<file path="src/rtl/fifo_sync_level.sv">
// fifo_sync_level: single-clock FIFO of any depth, with show-ahead read,
// occupancy count, programmable almost-full/almost-empty flags and a
// synchronous flush.
// Optional feature: define FIFO_SYNC_PEAK_EN to add the peak_count output,
// a high-water mark of the occupancy that rst and flush clear.
//
// Handshake: a word moves only on a clock edge where valid and ready are both
// high (push = enq_valid & enq_ready, pop = deq_valid & deq_ready). Ready and
// valid come from registered state and flush only, never from the partner's
// valid or ready. deq_data holds steady while deq_valid=1 and no pop occurs.
module fifo_sync_level #(
    parameter int data_size   = 8,
    parameter int buffer_size = 8,
    parameter int afull_thr   = 6,
    parameter int aempty_thr  = 1
) (
    input  logic                               clk,
    input  logic                               rst,
    input  logic [data_size-1:0]               enq_data,
    input  logic                               enq_valid,
    output logic                               enq_ready,
    output logic [data_size-1:0]               deq_data,
    output logic                               deq_valid,
    input  logic                               deq_ready,
    input  logic                               flush,
    output logic [$clog2(buffer_size+1)-1:0]   count,
    output logic                               full,
    output logic                               empty,
    output logic                               almost_full,
`ifdef FIFO_SYNC_PEAK_EN
    output logic                               almost_empty,
    output logic [$clog2(buffer_size+1)-1:0]   peak_count
`else
    output logic                               almost_empty
`endif
);
    localparam int cnt_w = $clog2(buffer_size + 1);
    localparam int ptr_w = (buffer_size > 1) ? $clog2(buffer_size) : 1;

    localparam logic [ptr_w-1:0] c_last_ptr   = ptr_w'(buffer_size - 1);
    localparam logic [cnt_w-1:0] c_depth      = cnt_w'(buffer_size);
    localparam logic [cnt_w-1:0] c_afull_thr  = cnt_w'(afull_thr);
    localparam logic [cnt_w-1:0] c_aempty_thr = cnt_w'(aempty_thr);

    logic [data_size-1:0] r_mem [buffer_size];
    logic [ptr_w-1:0]     r_wr_ptr;
    logic [ptr_w-1:0]     r_rd_ptr;
    logic [cnt_w-1:0]     r_count;

    logic                 w_full;
    logic                 w_empty;
    logic                 w_push;
    logic                 w_pop;
    logic [cnt_w-1:0]     w_count_nxt;
    logic [ptr_w-1:0]     w_wr_ptr_inc;
    logic [ptr_w-1:0]     w_rd_ptr_inc;

    // Status flags and handshakes, all decoded from the occupancy count.
    always_comb begin
        w_full       = (r_count == c_depth);
        w_empty      = (r_count == '0);
        enq_ready    = !w_full && !flush;
        deq_valid    = !w_empty && !flush;
        w_push       = enq_valid && enq_ready;
        w_pop        = deq_valid && deq_ready;
        full         = w_full;
        empty        = w_empty;
        almost_full  = (r_count >= c_afull_thr);
        almost_empty = (r_count <= c_aempty_thr);
        count        = r_count;
        // Show-ahead head; zero when there is nothing to show.
        deq_data     = w_empty ? '0 : r_mem[r_rd_ptr];
    end

    // Pointer increments wrap at the last entry, so depth need not be a power of two.
    always_comb begin
        w_wr_ptr_inc = (r_wr_ptr == c_last_ptr) ? '0 : r_wr_ptr + 1'b1;
        w_rd_ptr_inc = (r_rd_ptr == c_last_ptr) ? '0 : r_rd_ptr + 1'b1;
    end

    // Next occupancy: push and pop in the same cycle cancel out; flush empties.
    always_comb begin
        w_count_nxt = r_count;
        if (flush) begin
            w_count_nxt = '0;
        end else if (w_push && !w_pop) begin
            w_count_nxt = r_count + 1'b1;
        end else if (w_pop && !w_push) begin
            w_count_nxt = r_count - 1'b1;
        end
    end

    // Pointer and count state; reset takes priority over flush, which wins over traffic.
    always_ff @(posedge clk) begin
        if (rst) begin
            r_wr_ptr <= '0;
            r_rd_ptr <= '0;
            r_count  <= '0;
        end else if (flush) begin
            r_wr_ptr <= '0;
            r_rd_ptr <= '0;
            r_count  <= '0;
        end else begin
            if (w_push) begin
                r_wr_ptr <= w_wr_ptr_inc;
            end
            if (w_pop) begin
                r_rd_ptr <= w_rd_ptr_inc;
            end
            r_count <= w_count_nxt;
        end
    end

    // Storage write; contents are not reset, stale words are masked by the count.
    always_ff @(posedge clk) begin
        if (w_push && !rst) begin
            r_mem[r_wr_ptr] <= enq_data;
        end
    end

`ifdef FIFO_SYNC_PEAK_EN
    logic [cnt_w-1:0] r_peak;

    // High-water mark of the occupancy, tracked against the upcoming count.
    always_ff @(posedge clk) begin
        if (rst || flush) begin
            r_peak <= '0;
        end else if (w_count_nxt > r_peak) begin
            r_peak <= w_count_nxt;
        end
    end

    assign peak_count = r_peak;
`endif

endmodule

</file>
<file path="config.mk">
export PLATFORM = sky130hd
export DESIGN_NAME = fifo_sync_level
export DESIGN_NICKNAME = d
export VERILOG_FILES = /design/src/rtl/fifo_sync_level.sv
export SDC_FILE = /design/constraint.sdc
export NUM_CORES = 1
export LEC_CHECK = 0
export ABC_CLOCK_PERIOD_IN_PS = 7190
export CAP_MARGIN = 5
export CELL_PAD_IN_SITES_DETAIL_PLACEMENT = 0
export CELL_PAD_IN_SITES_GLOBAL_PLACEMENT = 1
export CORE_ASPECT_RATIO = 1.1
export CORE_UTILIZATION = 50
export DETAILED_ROUTE_END_ITERATION = 8
export GPL_ROUTABILITY_DRIVEN = 1
export MAX_ROUTING_LAYER = met4
export PLACE_DENSITY_LB_ADDON = 0.08
export SYNTH_ARGS = -nofsm -noshare
export SYNTH_HDL_FRONTEND = slang
export SYNTH_SLANG_ARGS = --single-unit
export TNS_END_PERCENT = 5
</file>
<file path="constraint.sdc">
create_clock -name clk -period 7.19 [get_ports clk]
set_input_delay 1.7975 -clock clk [delete_from_list [all_inputs] [get_ports clk]]
set_output_delay 1.7975 -clock clk [all_outputs]
set_load 0.01 [all_outputs]
</file>
==> results of run 1 <==
==> state kept, by name (all words and copies together) (netlist names), named ones only <==
register and count:
r_mem 64, r_wr_ptr 3, r_rd_ptr 3, count 4
==> worst min-delay path by stage <==
stage	cells after the start	slack, ns	endpoint
after CTS	2	0.50	flip-flop
after global routing	2	0.53	flip-flop
after detailed placement	2	0.49	flip-flop
after floorplan	2	0.46	flip-flop
final	2	0.49	flip-flop
after global placement	2	0.47	flip-flop
==> cell families after synthesis <==
family / count (synthesis) / synth area share (%)
DFF: 77 / 67.39
AOI/OAI and AO/OA: 28 / 5.757
xor gates and xnor gates: 2 / 0.5411
buffers and inverters: 14 / 1.778
and+or+nand+nor: 53 / 9.235
muxes: 37 / 11.44
adders and majority gates: 10 / 3.864
==> area by class of cell <==
type	count	area, sq um	share of cell area (%)
flip-flops and latches	77	2183	57.31
repair buffers	33	320.3	8.407
well taps	80	100.1	2.627
inverters	5	18.77	0.4926
clock buffers	11	131.4	3.448
clock inverters	5	51.30	1.346
multi-input cells	130	1005	26.37
==> metrics by stage <==
stage | worst slack [ns] | instances | util (%) | hold WS (ns) | total power, W
CTS | 2.412 | 340 | 61.43 | 0.4994 | 0.0008627
finish | 2.421 | 341 | 61.52 | 0.4922 | 0.0008556
global placement | 2.436 | 324 | 58.48 | 0.4728 | 0.0005667
detailed placement | 2.405 | 324 | 58.48 | 0.4890 | 0.0005672
global route | 2.358 | 341 | 61.52 | 0.5308 | 0.0008885
floorplan | 3.426 | 221 | - | 0.4577 | 0.0005304
==> critical path: stages <==
cell and delay, ns:
clkdlybuf4s50_1 0.50, nor2_1 0.14, clkdlybuf4s50_1 0.54
==> power breakdown <==
| part | internal (W) | switching [W] |
|---|---|---|
| logic | 0.0000349 | 0.0000329 |
| clock network | 0.000158 | 0.000140 |
| registers | 0.000486 | 0.00000355 |
| total | 0.000679 | 0.000177 |
==> placed cells by master (no fill, tap or decap), drive strengths merged <==
cell / Yosys / routed
nand3b: 3 / 3
clkinvlp: 0 / 1
xor2: 1 / 1
or3: 2 / 2
o21ai: 6 / 6
and3: 8 / 8
xnor2: 1 / 1
nand3: 3 / 3
clkdlybuf4s50: 0 / 30
nor2b: 3 / 3
nor3: 5 / 5
a22oi: 16 / 16
ha: 10 / 10
nor4: 1 / 1
or2: 1 / 1
mux2i: 37 / 37
and2: 1 / 1
nor2: 11 / 11
nand4: 2 / 2
clkbuf: 2 / 12
inv: 5 / 5
or3b: 1 / 1
a21oi: 5 / 5
clkinv: 0 / 3
edfxtp: 64 / 64
nand2: 6 / 6
buf: 7 / 2
or4: 2 / 2
dfxtp: 13 / 13
a2111o: 1 / 1
bufinv: 0 / 1
nand2b: 4 / 4
==> per-layer routing <==
layer  wire length [um]  GRT usage (%)  vias up
met3                296          5.474        7
met5                  0              -        -
met1               2545          23.48      881
met2               2917          32.17       41
li1                   -              -      918
met4                 89          7.071        0
==> metrics.md, run 1 <==
| Metric | Value |
|---|---|
| H-tree level count | `3` |
| Fin crit share | `66.33%` |
| Num rows | `30` |
| Top area cells in the synthesized netlist | `edfxtp_1, mux2i_1, dfxtp_1, ha_1, a22oi_1` |
| Main flop type after synthesis | `edfxtp_1` |
| Worst-Skew Late Latency | `0.33 ns` |
| Crit-path max FO | `7` |
| Path depth of the worst reg2reg path | `8` |
| Clock skew | `0.005852 ns` |
| WL per Instance | `17.15 um` |
| Via density | `5.416` |
| Fraction of layout cells with a size suffix above 1 | `8.812%` |
| Initial antenna violation count | `0` |
| Clock Tree Buf Depth | `2` |
| Seq/Total Area, Yosys | `67.39%` |
| RePlAce Congestion | `0.7695` |
| Vias in the first global route | `1736` |
| Worst-path clk slew | `0.07 ns` |
| Clk root buf | `clkbuf_8` |
| CP Launch Type | `input pin` |
| CTS Buf Count | `9` |
| FF+latch count, synth | `77` |
| Min Tclk post-route | `4.769 ns` |
| Most frequent cells after synthesis | `edfxtp_1, mux2i_1, a22oi_1, dfxtp_1, nor2_1` |
| Slew @ Worst Pin | `1.131 ns` |
| Final hold viol count | `0` |
| Setup tns final | `0 ns` |
| Remaining global-route overflow | `0` |
| Most frequent cell after synthesis | `edfxtp_1` |
| Crit path kind | `in -> out` |
| Distinct cells, synth | `31` |
| Layout Nets | `279` |
| Number of port buffers | `30` |
| Hold path startpoint | `r_rd_ptr[1]$_SDFFE_PP0P_` |
| DRC viols | `0` |
| # fillers | `502` |
| Post-synth EDFFs | `64` |
| Synthesis Warnings | `0` |
| Leak Pwr | `1.264 nW` |
| Cell taking the most area after synthesis | `edfxtp_1` |
| Post-Layout Inst Area | `0.003810 sq mm` |
| Yosys top cell area share | `59.35%` |
| Routed WL | `5848 um` |
| Crit Reg-Reg Startpoint | `count[0]$_SDFFE_PP0P_` |
| Die height | `86.40 um` |
| Syn Nets | `244` |
| R2R Path End | `count[3]$_SDFFE_PP0P_` |
| DR pass1 iterations | `4` |
| Peak VDD IR | `0.1127 mV` |
| Syn Area/Cell | `14.65 sq um` |
| Pwr Density | `224.6 mW/mm^2` |
| Ports | `31` |
| Worst hold-check path type | `reg -> reg` |
| Max-slew violations | `0` |
| Cts hold-fix bufs | `0` |
| Async SR Flop Fraction | `0%` |
| Clock Sinks | `77` |
| DRT iter0 DRCs | `126` |
| R2r setup slk | `4.47 ns` |
| Largest net degree at the start of global routing | `33` |
| DP Area | `0.003622 sq mm` |
| All-Layer GR Usage | `19.72%` |
| CP endpoint kind | `output port` |
| End of the critical path | `deq_valid` |
| WP data required | `5.39 ns` |
| Die area | `0.006802 sq mm` |
| Setup crit start | `flush` |
| Slew margin rel. | `24.00%` |
| Core area | `0.006193 sq mm` |
| Final HPWL DP | `3813 um` |
| Status | `complete, no violations` |
| Vias | `1847` |
| Post-DRT Antenna Nets | `0` |
| First-pass GRT wire length | `9066 um` |
| CTS tree | `built` |
| Synth Cell Area | `0.003238 sq mm` |
| Initial core utilization | `52.28%` |
| Mapped Cells | `221` |
| Setup bufs post-CTS | `0` |
| DIE WIDTH | `78.73 um` |
| # setup viols final | `0` |
| Antenna cells | `0` |
| Resize count post-CTS | `0` |
| Fmax | `209.7 MHz` |
| Worst Path Arrival | `2.97 ns` |
| Area growth from synthesis to layout | `17.66%` |
| RSZ-0062 raised after global routing | `false` |
| Max-cap violations | `0` |
(Power assumes the default switching activity.)
==> inputs of run 2 (changes only) <==
ABC_CLOCK_PERIOD_IN_PS = 4900   (was 7190)
CORE_UTILIZATION = 47   (was 50)
clock period = 4.9 ns   (was 7.19 ns; I/O delays follow)
==> run 2 against run 1 <==
  * Clock-buffer cell count up 2
  * Core utilization shrank 3.7 points
  * Critical path depth up 1
  * Global-route usage fell by 0.69 points
  * Sequential power up 47%
  * Clock skew increased by 0.0071 ns
  * Via count rose by 1.7%
  * Power up 47%
==> metrics.md, run 2 (same netlist as run 1, synthesis figures left out) <==
| Metric | Value |
|---|---|
| Finished Layout Cells | `345 (+1.2%)` |
| Ports | `31 (unchanged)` |
| Crit path kind | `reg -> out` |
| Routed WL | `6015 um (+2.9%)` |
| Vias in the first global route | `1752 (+0.92%)` |
| Worst hold-check path type | `reg -> reg` |
| Core area | `0.006633 sq mm (+7.1%)` |
| Antenna cells | `0 (unchanged)` |
| Area taken by multi-input logic gates | `0.001005 sq mm (unchanged)` |
| Fmax | `269.5 MHz` |
| Slew margin rel. | `32.37% (+8.4 points)` |
| Fin crit share | `75.72%` |
| Status | `complete, no violations` |
| Final core occ | `57.84% (-3.7 points)` |
| First-pass GRT wire length | `9287 um (+2.4%)` |
| DP Area | `0.003647 sq mm (+0.69%)` |
| Leak Pwr | `1.280 nW (+1.3%)` |
| Hold_ws | `0.4957 ns (+0.003474 ns)` |
| CP Launch Type | `flip-flop` |
| CP endpoint kind | `output port` |
| Cts hold-fix bufs | `0 (unchanged)` |
| Number of port buffers | `30 (unchanged)` |
| Worst-Skew Late Latency | `0.34 ns (about the same)` |
| Number of cells in the design after placement | `329 (+1.5%)` |
| Crit-path max FO | `32 (+25)` |
| H-tree level count | `3 (unchanged)` |
| Final hold viol count | `0 (unchanged)` |
| Layout Nets | `281 (+0.72%)` |
| Largest net degree at the start of global routing | `33 (unchanged)` |
| Max-slew violations | `0 (unchanged)` |
| CTS tree | `built` |
| Max-cap violations | `0 (unchanged)` |
| DRT iter0 DRCs | `110 (-13%)` |
| Clock Tree Buf Depth | `2 (unchanged)` |
| Remaining global-route overflow | `0 (unchanged)` |
| Fraction of layout cells with a size suffix above 1 | `9.886% (+1.1 points)` |
| WP data required | `3.67 ns (-1.72 ns)` |
| Most flop-heavy register | `r_mem` |
| Pwr Density | `328.9 mW/mm^2 (+46%)` |
| Clock skew | `0.01299 ns (+0.007140 ns)` |
| DIE WIDTH | `81.14 um (+3.1%)` |
| Commonest non-fill, non-tap cell in the layout | `edfxtp_1` |
| Max reg flops | `64 (unchanged)` |
| Peak VDD IR | `0.1533 mV (+36%)` |
| Initial antenna violation count | `0 (unchanged)` |
| Clock Sinks | `77 (unchanged)` |
| Via density | `5.446 (+0.55%)` |
| # fillers | `552 (+10%)` |
| Area growth from synthesis to layout | `18.47%` |
| Slew @ Worst Pin | `1.014 ns (-0.1161 ns)` |
| Clk root buf | `clkbuf_8` |
| All-Layer GR Usage | `19.03% (-0.69 points)` |
| Setup bufs post-CTS | `0 (unchanged)` |
| WL per Instance | `17.43 um (+1.7%)` |
| Die area | `0.007226 sq mm (+6.2%)` |
| Initial core utilization | `48.82% (-3.5 points)` |
| Post-Layout Inst Area | `0.003836 sq mm (+0.69%)` |
| Resize count post-CTS | `0 (unchanged)` |
| Final HPWL DP | `3921 um (+2.9%)` |
| DRC viols | `0 (unchanged)` |
| Post-DRT Antenna Nets | `0 (unchanged)` |
| # setup viols final | `0 (unchanged)` |
| Register Area | `0.002183 sq mm (unchanged)` |
| Num rows | `31 (+3.3%)` |
| Min Tclk post-route | `3.710 ns` |
| Worst-path clk slew | `0.07 ns (about the same)` |
| Worst Path Arrival | `2.49 ns (-0.48 ns)` |
| RePlAce Congestion | `0.7429 (-3.5%)` |
| RSZ-0062 raised after global routing | `false` |
| Most frequent cells in the layout | `edfxtp_1, mux2i_1, clkdlybuf4s50_1` |
| CTS Buf Count | `9 (unchanged)` |
| Setup tns final | `0 ns (unchanged)` |
| Path depth of the worst reg2reg path | `8 (unchanged)` |
| Vias | `1879 (+1.7%)` |
| Die height | `89.06 um (+3.1%)` |
| DR pass1 iterations | `4 (unchanged)` |
| Worst Hold Depth | `2 (unchanged)` |
## run 2: layer usage
metal | global-route usage [%] | up-vias | wire [um]
li1 | - | 921 | -
met1 | 24.02 | 917 | 2823
met5 | - | - | 0
met4 | 5.357 | 0 | 15
met2 | 30.40 | 39 | 2958
met3 | 4.898 | 2 | 218
## run 2: worst paths after layout
path / startpoint / slack, ns / endpoint
hold reg to reg: r_rd_ptr[1]$_SDFFE_PP0P_ / 0.50 / flip-flop
setup / recovery: flip-flop / 1.19 / deq_data[5]
hold / removal: r_rd_ptr[1]$_SDFFE_PP0P_ / 0.50 / flip-flop
setup reg to reg: count[0]$_SDFFE_PP0P_ / 2.16 / count[3]$_SDFFE_PP0P_
## run 2: layout make-up
type,instances,area share (%)
Clock buffer,13,4.436
Tap cell,82,2.674
Multi-Input combinational cell,130,26.19
Timing Repair Buffer,35,8.806
Inverter,5,0.4892
Sequential cell,77,56.91
Clock inverter,3,0.4892
## run 2: power by group
| group | internal, W | leakage (nW) | switching, W |
|---|---|---|---|
| clock | 0.000229 | 0.0951 | 0.000216 |
| combinational | 0.0000516 | 0.503 | 0.0000478 |
| sequential | 0.000713 | 0.682 | 0.00000539 |
| total | 0.000993 | 1.28 | 0.000269 |
## run 2: through the flow
stage | total power (W) | setup WS [ns]
floorplan | 0.0007783 | 2.076
global placement | 0.0008324 | 1.291
detailed placement | 0.0008328 | 1.293
CTS | 0.001269 | 1.155
global route | 0.001312 | 0.9847
finish | 0.001262 | 1.190
## run 2: critical path, stage by stage, from the launching register on
cell and delay [ns]:
dfxtp_2 1.00, mux2i_1 0.18, a22oi_1 0.24, and3_1 0.18, clkdlybuf4s50_1 0.53
